===== config.mk =====
export PLATFORM = sky130hd
export DESIGN_NAME = pc_fetch_sequencer_flat
export DESIGN_NICKNAME = d
export VERILOG_FILES = /design/src/rtl/pc_fetch_sequencer_if.sv /design/src/rtl/pc_fetch_sequencer.sv /design/src/flat_wrapper.sv
export SDC_FILE = /design/constraint.sdc
export NUM_CORES = 1
export LEC_CHECK = 0
export BUFFER_PORTS_ARGS = -buffer_cell sky130_fd_sc_hd__buf_2
export CORE_MARGIN = 1
export CORE_UTILIZATION = 53
export CTS_CLUSTER_DIAMETER = 200
export DETAILED_ROUTE_END_ITERATION = 16
export PLACE_DENSITY_LB_ADDON = 0.15
export SLEW_MARGIN = 30
export SYNTH_ARGS = -nofsm -noshare
export SYNTH_HDL_FRONTEND = slang
export SYNTH_SLANG_ARGS = --single-unit

===== constraint.sdc =====
create_clock -name clk -period 5.05 [get_ports clk]
set_clock_uncertainty 0.15 [all_clocks]
set_input_delay 0.505 -clock clk [delete_from_list [all_inputs] [get_ports clk]]
set_output_delay 0.505 -clock clk [all_outputs]
set_load 0.02 [all_outputs]

===== src/rtl/pc_fetch_sequencer_if.sv =====
`timescale 1ns/1ps
// pc_fetch_sequencer_if
// Groups the fetch sequencer's bus signals: PC register feedback and
// control, instruction memory handshake, decode handshake, redirect
// requests and the saved exception state.
//   master : the sequencer side (drives PC control, imem_req, instr_valid,
//            epc, cause, fetch_timeout)
//   slave  : the environment side (PC register, instruction memory,
//            decode and redirect sources)
interface pc_fetch_sequencer_if;
  logic [31:0] pc_address;
  logic        imem_req;
  logic        imem_ack;
  logic        instr_valid;
  logic        stall;
  logic        br_valid;
  logic [31:0] br_target;
  logic        exc_valid;
  logic [4:0]  exc_code;
  logic        eret;
  logic        pc_count;
  logic        pc_use_new;
  logic [31:0] pc_new;
  logic [31:0] epc;
  logic [4:0]  cause;
  logic        fetch_timeout;

  modport master (
    input  pc_address, imem_ack, stall, br_valid, br_target,
           exc_valid, exc_code, eret,
    output imem_req, instr_valid, pc_count, pc_use_new, pc_new,
           epc, cause, fetch_timeout
  );

  modport slave (
    output pc_address, imem_ack, stall, br_valid, br_target,
           exc_valid, exc_code, eret,
    input  imem_req, instr_valid, pc_count, pc_use_new, pc_new,
           epc, cause, fetch_timeout
  );
endinterface


===== src/rtl/pc_fetch_sequencer.sv =====
`timescale 1ns/1ps
// pc_fetch_sequencer
// Sequences instruction fetch from a wait-stated instruction memory and
// steers the external PC register (advance / redirect / hold). Redirect
// sources are prioritised exception > eret > branch/jump; a redirect that
// arrives while a fetch is outstanding is parked in a one-entry pending
// slot and applied when the memory acknowledges (the fetched word is then
// squashed). A fetched instruction that decode cannot accept is held.
//
// Ports:
//   clk  : clock
//   rst  : asynchronous active-low reset
//   bus  : pc_fetch_sequencer_if.master (PC, imem, decode, redirect, EPC)
//
// Parameters:
//   EXC_VECTOR   : exception handler address
//   MAX_WAIT     : wait-cycle limit before a fetch timeout
//   TIMEOUT_CODE : cause recorded on a fetch timeout
//
// Build option:
//   PC_SEQ_TIMEOUT_EN : when defined, a fetch that waits MAX_WAIT cycles
//   without ack is abandoned and a timeout exception is taken. When
//   undefined, FETCH waits indefinitely and fetch_timeout is tied low.
//
// PC control, instr_valid and imem_req are combinational from state and
// inputs; epc, cause and fetch_timeout are registered.
module pc_fetch_sequencer #(
  parameter logic [31:0] EXC_VECTOR   = 32'h80000180,
  parameter int unsigned MAX_WAIT     = 15,
  parameter logic [4:0]  TIMEOUT_CODE = 5'd6
) (
  input logic                   clk,
  input logic                   rst,
  pc_fetch_sequencer_if.master  bus
);

  typedef enum logic [1:0] {
    BOOT  = 2'd0,
    FETCH = 2'd1,
    HOLD  = 2'd2
  } state_e;

  state_e      state_q, state_d;
  logic        pend_valid_q, pend_valid_d;
  logic        pend_exc_q, pend_exc_d;
  logic [31:0] pend_target_q, pend_target_d;
  logic [31:0] epc_q, epc_d;
  logic [4:0]  cause_q, cause_d;

  // Same-cycle request, already priority-resolved.
  logic        req_valid;
  logic        req_exc;
  logic [31:0] req_target;
  // Request merged with the pending entry: the redirect to act on now.
  logic        redir_valid;
  logic        redir_exc;
  logic [31:0] redir_target;

  logic        timeout_hit;

  logic        imem_req_w;
  logic        instr_valid_w;
  logic        pc_count_w;
  logic        pc_use_new_w;
  logic [31:0] pc_new_w;

  always_comb begin
    req_valid  = bus.exc_valid | bus.eret | bus.br_valid;
    req_exc    = bus.exc_valid;
    req_target = bus.br_target;
    if (bus.exc_valid) begin
      req_target = EXC_VECTOR;
    end else if (bus.eret) begin
      req_target = epc_q;
    end
  end

  // A parked exception is never displaced by a lower-priority request.
  logic keep_pend;
  logic take_new;
  always_comb begin
    keep_pend    = pend_valid_q & pend_exc_q & ~req_exc;
    take_new     = req_valid & ~keep_pend;
    redir_valid  = take_new | pend_valid_q;
    redir_exc    = take_new ? req_exc    : pend_exc_q;
    redir_target = take_new ? req_target : pend_target_q;
  end

`ifdef PC_SEQ_TIMEOUT_EN
  localparam int CW = ($clog2(MAX_WAIT + 1) > 4) ? $clog2(MAX_WAIT + 1) : 4;

  logic [CW-1:0] wait_cnt_q, wait_cnt_d;
  logic          fetch_timeout_q;

  // Fires in the wait cycle that would bring the counter up to MAX_WAIT,
  // so the redirect lands exactly MAX_WAIT unacknowledged cycles in.
  assign timeout_hit = (state_q == FETCH) && !bus.imem_ack &&
                       (wait_cnt_q == CW'(MAX_WAIT - 1));

  always_comb begin
    wait_cnt_d = '0;
    if (state_q == FETCH && !bus.imem_ack && !timeout_hit) begin
      wait_cnt_d = (wait_cnt_q == {CW{1'b1}}) ? wait_cnt_q : wait_cnt_q + 1'b1;
    end
  end

  always_ff @(posedge clk or negedge rst) begin
    if (!rst) begin
      wait_cnt_q      <= '0;
      fetch_timeout_q <= 1'b0;
    end else begin
      wait_cnt_q      <= wait_cnt_d;
      fetch_timeout_q <= timeout_hit;
    end
  end

  assign bus.fetch_timeout = fetch_timeout_q;
`else
  assign timeout_hit       = 1'b0;
  assign bus.fetch_timeout = 1'b0;

  logic unused_cfg;
  assign unused_cfg = ^{32'(MAX_WAIT)};
`endif

  always_comb begin
    state_d       = state_q;
    pend_valid_d  = pend_valid_q;
    pend_exc_d    = pend_exc_q;
    pend_target_d = pend_target_q;
    epc_d         = epc_q;
    cause_d       = cause_q;
    imem_req_w    = 1'b0;
    instr_valid_w = 1'b0;
    pc_count_w    = 1'b0;
    pc_use_new_w  = 1'b0;
    pc_new_w      = '0;

    // Exception state is captured on the request edge, whatever the state.
    if (bus.exc_valid) begin
      epc_d   = bus.pc_address;
      cause_d = bus.exc_code;
    end

    case (state_q)
      BOOT: begin
        pend_valid_d  = redir_valid;
        pend_exc_d    = redir_exc;
        pend_target_d = redir_target;
        state_d       = FETCH;
      end

      FETCH: begin
        imem_req_w = 1'b1;
        if (timeout_hit) begin
          // Abandoned fetch becomes an exception; it outranks anything parked.
          pc_use_new_w = 1'b1;
          pc_new_w     = EXC_VECTOR;
          epc_d        = bus.pc_address;
          cause_d      = TIMEOUT_CODE;
          pend_valid_d = 1'b0;
          pend_exc_d   = 1'b0;
        end else if (!bus.imem_ack) begin
          pend_valid_d  = redir_valid;
          pend_exc_d    = redir_exc;
          pend_target_d = redir_target;
        end else if (redir_valid) begin
          // Returned word belongs to the old path: squash it.
          pc_use_new_w = 1'b1;
          pc_new_w     = redir_target;
          pend_valid_d = 1'b0;
          pend_exc_d   = 1'b0;
        end else begin
          instr_valid_w = 1'b1;
          if (bus.stall) begin
            state_d = HOLD;
          end else begin
            pc_count_w = 1'b1;
          end
        end
      end

      HOLD: begin
        instr_valid_w = 1'b1;
        if (redir_valid) begin
          instr_valid_w = 1'b0;
          pc_use_new_w  = 1'b1;
          pc_new_w      = redir_target;
          pend_valid_d  = 1'b0;
          pend_exc_d    = 1'b0;
          state_d       = FETCH;
        end else if (!bus.stall) begin
          pc_count_w = 1'b1;
          state_d    = FETCH;
        end
      end

      default: begin
        state_d = BOOT;
      end
    endcase
  end

  always_ff @(posedge clk or negedge rst) begin
    if (!rst) begin
      state_q       <= BOOT;
      pend_valid_q  <= 1'b0;
      pend_exc_q    <= 1'b0;
      pend_target_q <= '0;
      epc_q         <= '0;
      cause_q       <= '0;
    end else begin
      state_q       <= state_d;
      pend_valid_q  <= pend_valid_d;
      pend_exc_q    <= pend_exc_d;
      pend_target_q <= pend_target_d;
      epc_q         <= epc_d;
      cause_q       <= cause_d;
    end
  end

  assign bus.imem_req    = imem_req_w;
  assign bus.instr_valid = instr_valid_w;
  assign bus.pc_count    = pc_count_w;
  assign bus.pc_use_new  = pc_use_new_w;
  assign bus.pc_new      = pc_new_w;
  assign bus.epc         = epc_q;
  assign bus.cause       = cause_q;

endmodule


===== src/flat_wrapper.sv =====
// flat-port wrapper written by rule: the top's interface ports become plain ports
module pc_fetch_sequencer_flat 
#(
  parameter logic [31:0] EXC_VECTOR   = 32'h80000180,
  parameter int unsigned MAX_WAIT     = 15,
  parameter logic [4:0]  TIMEOUT_CODE = 5'd6
)
  (clk, rst, bus_pc_address, bus_imem_ack, bus_stall, bus_br_valid, bus_br_target, bus_exc_valid, bus_exc_code, bus_eret, bus_imem_req, bus_instr_valid, bus_pc_count, bus_pc_use_new, bus_pc_new, bus_epc, bus_cause, bus_fetch_timeout);
  pc_fetch_sequencer_if bus_i ();
  input logic clk;
  input logic rst;
  input wire logic [$bits(bus_i.pc_address)-1:0] bus_pc_address;
  input wire logic [$bits(bus_i.imem_ack)-1:0] bus_imem_ack;
  input wire logic [$bits(bus_i.stall)-1:0] bus_stall;
  input wire logic [$bits(bus_i.br_valid)-1:0] bus_br_valid;
  input wire logic [$bits(bus_i.br_target)-1:0] bus_br_target;
  input wire logic [$bits(bus_i.exc_valid)-1:0] bus_exc_valid;
  input wire logic [$bits(bus_i.exc_code)-1:0] bus_exc_code;
  input wire logic [$bits(bus_i.eret)-1:0] bus_eret;
  output wire logic [$bits(bus_i.imem_req)-1:0] bus_imem_req;
  output wire logic [$bits(bus_i.instr_valid)-1:0] bus_instr_valid;
  output wire logic [$bits(bus_i.pc_count)-1:0] bus_pc_count;
  output wire logic [$bits(bus_i.pc_use_new)-1:0] bus_pc_use_new;
  output wire logic [$bits(bus_i.pc_new)-1:0] bus_pc_new;
  output wire logic [$bits(bus_i.epc)-1:0] bus_epc;
  output wire logic [$bits(bus_i.cause)-1:0] bus_cause;
  output wire logic [$bits(bus_i.fetch_timeout)-1:0] bus_fetch_timeout;
  assign bus_i.pc_address = bus_pc_address;
  assign bus_i.imem_ack = bus_imem_ack;
  assign bus_i.stall = bus_stall;
  assign bus_i.br_valid = bus_br_valid;
  assign bus_i.br_target = bus_br_target;
  assign bus_i.exc_valid = bus_exc_valid;
  assign bus_i.exc_code = bus_exc_code;
  assign bus_i.eret = bus_eret;
  assign bus_imem_req = bus_i.imem_req;
  assign bus_instr_valid = bus_i.instr_valid;
  assign bus_pc_count = bus_i.pc_count;
  assign bus_pc_use_new = bus_i.pc_use_new;
  assign bus_pc_new = bus_i.pc_new;
  assign bus_epc = bus_i.epc;
  assign bus_cause = bus_i.cause;
  assign bus_fetch_timeout = bus_i.fetch_timeout;
  pc_fetch_sequencer #(.EXC_VECTOR(EXC_VECTOR), .MAX_WAIT(MAX_WAIT), .TIMEOUT_CODE(TIMEOUT_CODE)) u_core (.clk(clk), .rst(rst), .bus(bus_i));
endmodule

==> results.cfg, run 1 <==
[sta]
fin_crit_sh = 0.6401
rsz0062_at_grt = false
setup_viol = 0
slew_viol_final = 0
holdWs_ns = 0.005723
setup_tns_ns = 0
fmax_mhz = 309.3
hold_viol = 0
slew-limit-headroom = 0.5197
post-route-min-period_ns = 3.233
worst_pin_slew_ns = 0.7023

[critical_path]
cp-start-kind = flip-flop
worstSetupEndpointType = output pin
cp_max_fo = 33
worstPathRequired_ns = 4.39
arrival_ns = 2.58
crit_type = reg -> out

[cells_and_area]
drive_gt1_frac = 0.5053
nets = 551
register_area_um2 = 1827
diodes = 0
layout_commonest_cell = buf_2
mostFrequentLayoutCells = 147 x buf_2, 73 x dfrtp_1, 37 x mux2_2
fin_area_um2 = 4787
multiInputGateArea_um2 = 1797
fill_cells = 564
syn2layout_area_growth_pct = 25.61

[cts]
cts_setup_buffers = 0
cts_hold_buf = 0
clk_latency_ns = 0.35
numCtsBuffers = 9
clk_pin_slew_ns = 0.08
h-tree-depth = 3
tritoncts = yes
cts.sinks = 73
cts.root.buffer_cell = clkbuf_8
post_cts_resized = 0
clockBufferDepth = 2

[die]
dieArea_um2 = 7534
initial_core_util = 0.5548
top_level_ports = 150
die_h_um = 86.80
die_x_um = 86.80
core-area_um2 = 6869
rows = 30

[routing]
first_pass_iters = 4
drtIter0Drc = 120
vias = 3143
wl_per_cell_um = 15.96
drcViolationCount = 0
vias_per_cell = 5.504
postRouteAntennaNets = 0
drt-total-wl_um = 9113

[synthesis]
syn_area_um2 = 3811
synth.avg_cell_area_um2 = 11.34
yosysWarnings = 0
synth_cell_types = 34
syn_inst = 336
synth-edff-count = 0
ys_ff_latch = 73
ys_seq_area_frac = 0.4793
synth_flop_cell = dfrtp_1
synth_fp_nets = 417
async_flop_share = 1.000

[placed_design]
placed_cell_area_um2 = 4531
port_buffers = 148
dp_hpwl_um = 6185
place_congestion = 0.7443

[grt]
antenna_found_initial = 0
gr-total-overflow = 0
grtUsageTotal = 0.2533
grt_max_degree = 74
grt_pass1_vias = 3084
grt_pass1_wl_um = 14570

[power]
vdd_drop_max_uv = 271.4
p_leak_nw = 2.362
power_density_nw_per_um2 = 446.9

[run]
drv_cap = 0

[outcome]
status = completed

[min_path]
min_path_type = in -> async
[routing by layer]
layer / track usage / share of wire / routed length [um]
met3: 0.06571 / 0.046 / 421
met5: 0 / 0 / 0
met2: 0.4359 / 0.51 / 4661
met4: 0.08182 / 0.013 / 120
met1: 0.3103 / 0.43 / 3909
[worst paths after layout]
| check | start | endpoint | slack (ns) | depth (start not counted) |
|---|---|---|---|---|
| max | u_core.state_q[1] | bus_pc_new[8] | 1.82 | 6 |
| min | rst | u_core.bus.epc[9] | 0.006 | 1 |
| max reg2reg | u_core.state_q[1] | u_core.pend_target_q[25] | 2.56 | 7 |
| min reg2reg | u_core.pend_target_q[3] | u_core.pend_target_q[3] | 0.36 | 1 |
| max in group asynchronous | rst | u_core.bus.epc[3] | 4.27 | 1 |
| min in group clk | bus_pc_address[18] | u_core.bus.epc[18] | 0.22 | 2 |
[worst max-delay path: stages, from the launching register on]
cell     delay (ns)
dfrtp_1        0.44
inv_1          0.12
ha_1           0.33
a21oi_1        0.14
or3b_4         0.62
nor3_1         0.33
buf_2          0.22
[power by group]
part / internal [mW] / total, mW / switching, mW
Combinational: 0.294 / 0.759 / 0.465
Sequential: 0.728 / 0.822 / 0.0935
Clock: 0.334 / 0.558 / 0.224
[sequential cells by signal (all words and copies together), names as in the netlist]
signal / flops
u_core.bus.epc: 32
u_core.pend_exc_q: 1
u_core.bus.cause: 5
u_core.pend_target_q: 32
u_core.pend_valid_q: 1
u_core.state_q: 2
[cell usage after synthesis, drive strengths merged (2+ instances only)]
library cell  instances  share of area
mux2i                30          0.079
buf                  21          0.039
mux2                 37           0.11
o21ai                 2         0.0026
nor2                 34          0.053
nor3                 32          0.042
a21oi                31          0.041
a2bb2oi               3         0.0069
ha                    5          0.016
nand2                 3         0.0030
nand2b                2         0.0033
a2111oi               3         0.0069
dfrtp                73           0.48
a22o                 30          0.069
inv                   5         0.0049
nor2b                 4         0.0066
clkbuf                8         0.0079
[per-stage QoR]
| stage | setup slack [ns] | util | total power, mW | std cells |
|---|---|---|---|---|
| floorplan | 2.410 | - | 1.397 | 336 |
| global placement | 1.615 | 0.6594 | 1.568 | 555 |
| detailed placement | 1.742 | 0.6596 | 1.584 | 555 |
| CTS | 1.582 | 0.6956 | 2.147 | 571 |
| global route | 1.738 | 0.6969 | 2.255 | 571 |
| finish | 1.817 | 0.6969 | 2.139 | 571 |
[kinds of logic after synthesis]
group,count (synthesis),synth area share
DFF,73,0.4793
buffers and inverters,34,0.05187
other,1,0.0009840
muxes,67,0.1881
and+or+nand+nor,82,0.1218
AOI/OAI and AO/OA,74,0.1415
adders and majority gates,5,0.01641
[area by class of cell]
class,instances,share of cell area
tap,96,0.02509
inverter,5,0.003921
multi-input combinational,229,0.3753
timing repair buffer,152,0.1623
clock buffer,13,0.03738
clock inverter,3,0.01438
sequential,73,0.3816
(Power assumes the default switching activity.)
==> inputs of run 2 (changes only) <==
CORE_UTILIZATION = 49   (was 53)
clock period = 3.4 ns   (was 5.05 ns; I/O delays follow)
==> run 2 against run 1 <==
Compared with the run above:
- clock power barely moved
- sequential share of layout area increased by 0.48 points
- sequential power increased by 48%
- highest routed layer unchanged
- utilization decreased by 5.5 points
- first-iteration DRC count is 2.5% higher
- largest power group unchanged
==> results.cfg, run 2 (synthesis gave the netlist of run 1 again) <==
[cts]
post_cts_resized = 0
clockBufferDepth = 2
cts.root.buffer_cell = clkbuf_8
clk_pin_slew_ns = 0.08
cts_setup_buffers = 0
tritoncts = yes
cts.sinks = 73
clk_latency_ns = 0.33
numCtsBuffers = 9
h-tree-depth = 3

[die]
initial_core_util = 0.5171
die_x_um = 90.19
dieArea_um2 = 8134
top_level_ports = 150
rows = 31
core-area_um2 = 7370
die_h_um = 90.19

[critical_path]
max_stage_delay_ns = 0.79
r2r_end = u_core.pend_target_q[16]
crit_end = bus_pc_new[21]
reg2regPathDepth = 7
crit_type = reg -> out
arrival_ns = 2.68
path_buf_inv = 3
slowest_stage = or3b_2
cp-start-kind = flip-flop
crit_cells = 7
cp_cell_sequence = inv_1 -> ha_1 -> a21oi_1 -> or3b_2 -> buf_4 -> nor2_2 -> buf_2
cp_top_family = simple AND/OR/NAND/NOR gates
worstSetupEndpointType = output pin
r2r-start = u_core.state_q[1]
critPathLaunch = u_core.state_q[1]
worstPathRequired_ns = 2.91
cp_max_fo = 25
reg2reg_slack_ns = 1.20

[sta]
post-route-min-period_ns = 3.174
slew-limit-headroom = 0.4625
worst_slack_ns = 0.2265
fmax_mhz = 315.1
holdWs_ns = 0.07862
worst_pin_slew_ns = 0.8062
slew_viol_final = 0
rsz0062_at_grt = false
hold_viol = 0
setup_viol = 0
fin_crit_sh = 0.9334
setup_tns_ns = 0

[placed_design]
place_congestion = 0.8005
port_buffers = 148
dp_hpwl_um = 6238
place_ws_ns = 0.5940

[min_path]
hold_depth = 2
min_path_type = in -> reg

[routing]
vias_per_cell = 5.354
first_pass_iters = 5
drcViolationCount = 0
vias = 3089
postRouteAntennaNets = 0
drt-total-wl_um = 9017
wl_per_cell_um = 15.63
drtIter0Drc = 123

[cells_and_area]
syn2layout_area_growth_pct = 24.03
mostFrequentLayoutCells = 147 x buf_2, 73 x dfrtp_1, 37 x mux2_2
register_area_um2 = 1827
fill_cells = 646
multiInputGateArea_um2 = 1790
nets = 556
drive_gt1_frac = 0.5000
diodes = 0
layout_commonest_cell = buf_2

[outcome]
status = completed

[power]
vdd_drop_max_uv = 337.8
power_density_nw_per_um2 = 618.4
p_leak_nw = 2.335

[grt]
grtUsageTotal = 0.2261
gr-total-overflow = 0
grt_pass1_vias = 3078
antenna_found_initial = 0
grt_pass1_wl_um = 14870
grt_max_degree = 74

[run]
drv_cap = 0
[run 2: changes by cell type in the layout (fill, tap and decap cells not counted), sizes merged]
cell	before	now
buf	152	156
bufinv	2	0
clkbuf	13	10
clkinv	0	3
clkinvlp	0	1
dlygate4sd3	0	1
inv	6	5
[run 2: worst min path at each step]
stage / from / end / slack (ns)
floorplan: rst / u_core.bus.cause[0] / -0.11
global placement: u_core.pend_target_q[29] / u_core.pend_target_q[29] / 0.33
detailed placement: u_core.pend_target_q[6] / u_core.pend_target_q[6] / 0.33
CTS: rst / u_core.bus.epc[12] / 0.03
global route: bus_exc_code[1] / u_core.bus.cause[1] / 0.07
finish: bus_pc_address[10] / u_core.bus.epc[10] / 0.08
[run 2: where the power goes]
group / switching, mW / internal [mW]
Sequential: 0.133 / 1.08
Combinational: 0.699 / 0.449
Clock: 0.307 / 0.253
[run 2: metal layers]
layer  track usage  wire (um)  vias up
met5             0          0        -
met4       0.06720         71        0
met3       0.04822        483        8
met2        0.3696       4444       98
met1        0.3028       4019     1482
li1              -          -     1501
[run 2: final cells by class]
type,count,share of cell area
Sequential cell,73,0.3864
Multi-Input combinational cell,229,0.3788
Timing Repair Buffer,157,0.1728
Clock buffer,10,0.02700
Tap cell,99,0.02620
Clock inverter,4,0.004764
Inverter,5,0.003970
[run 2: repair_timing]
item                       in CTS  in global routing
setup endpoints to repair       0                  0
hold endpoints to repair        0                 73
hold buffers                    0                  1
[run 2: through the flow]
stage               instances  total power, mW    util  cell area [um^2]
floorplan                 336            2.076       -              3811
global placement          562            2.358  0.6192              4563
detailed placement        562            2.378  0.6192              4563
CTS                       576            2.940  0.6396              4713
global route              577            3.099  0.6414              4727
finish                    577            2.923  0.6414              4727
[run 2: worst register-to-register path, delay by kind of cell (launching register included)]
kind,cells,cell delay (ns)
AOI/OAI and AO/OA,2,0.28
DFF,1,0.43
and+or+nand+nor,2,0.47
adders and majority gates,1,0.30
buffers and inverters,2,0.45
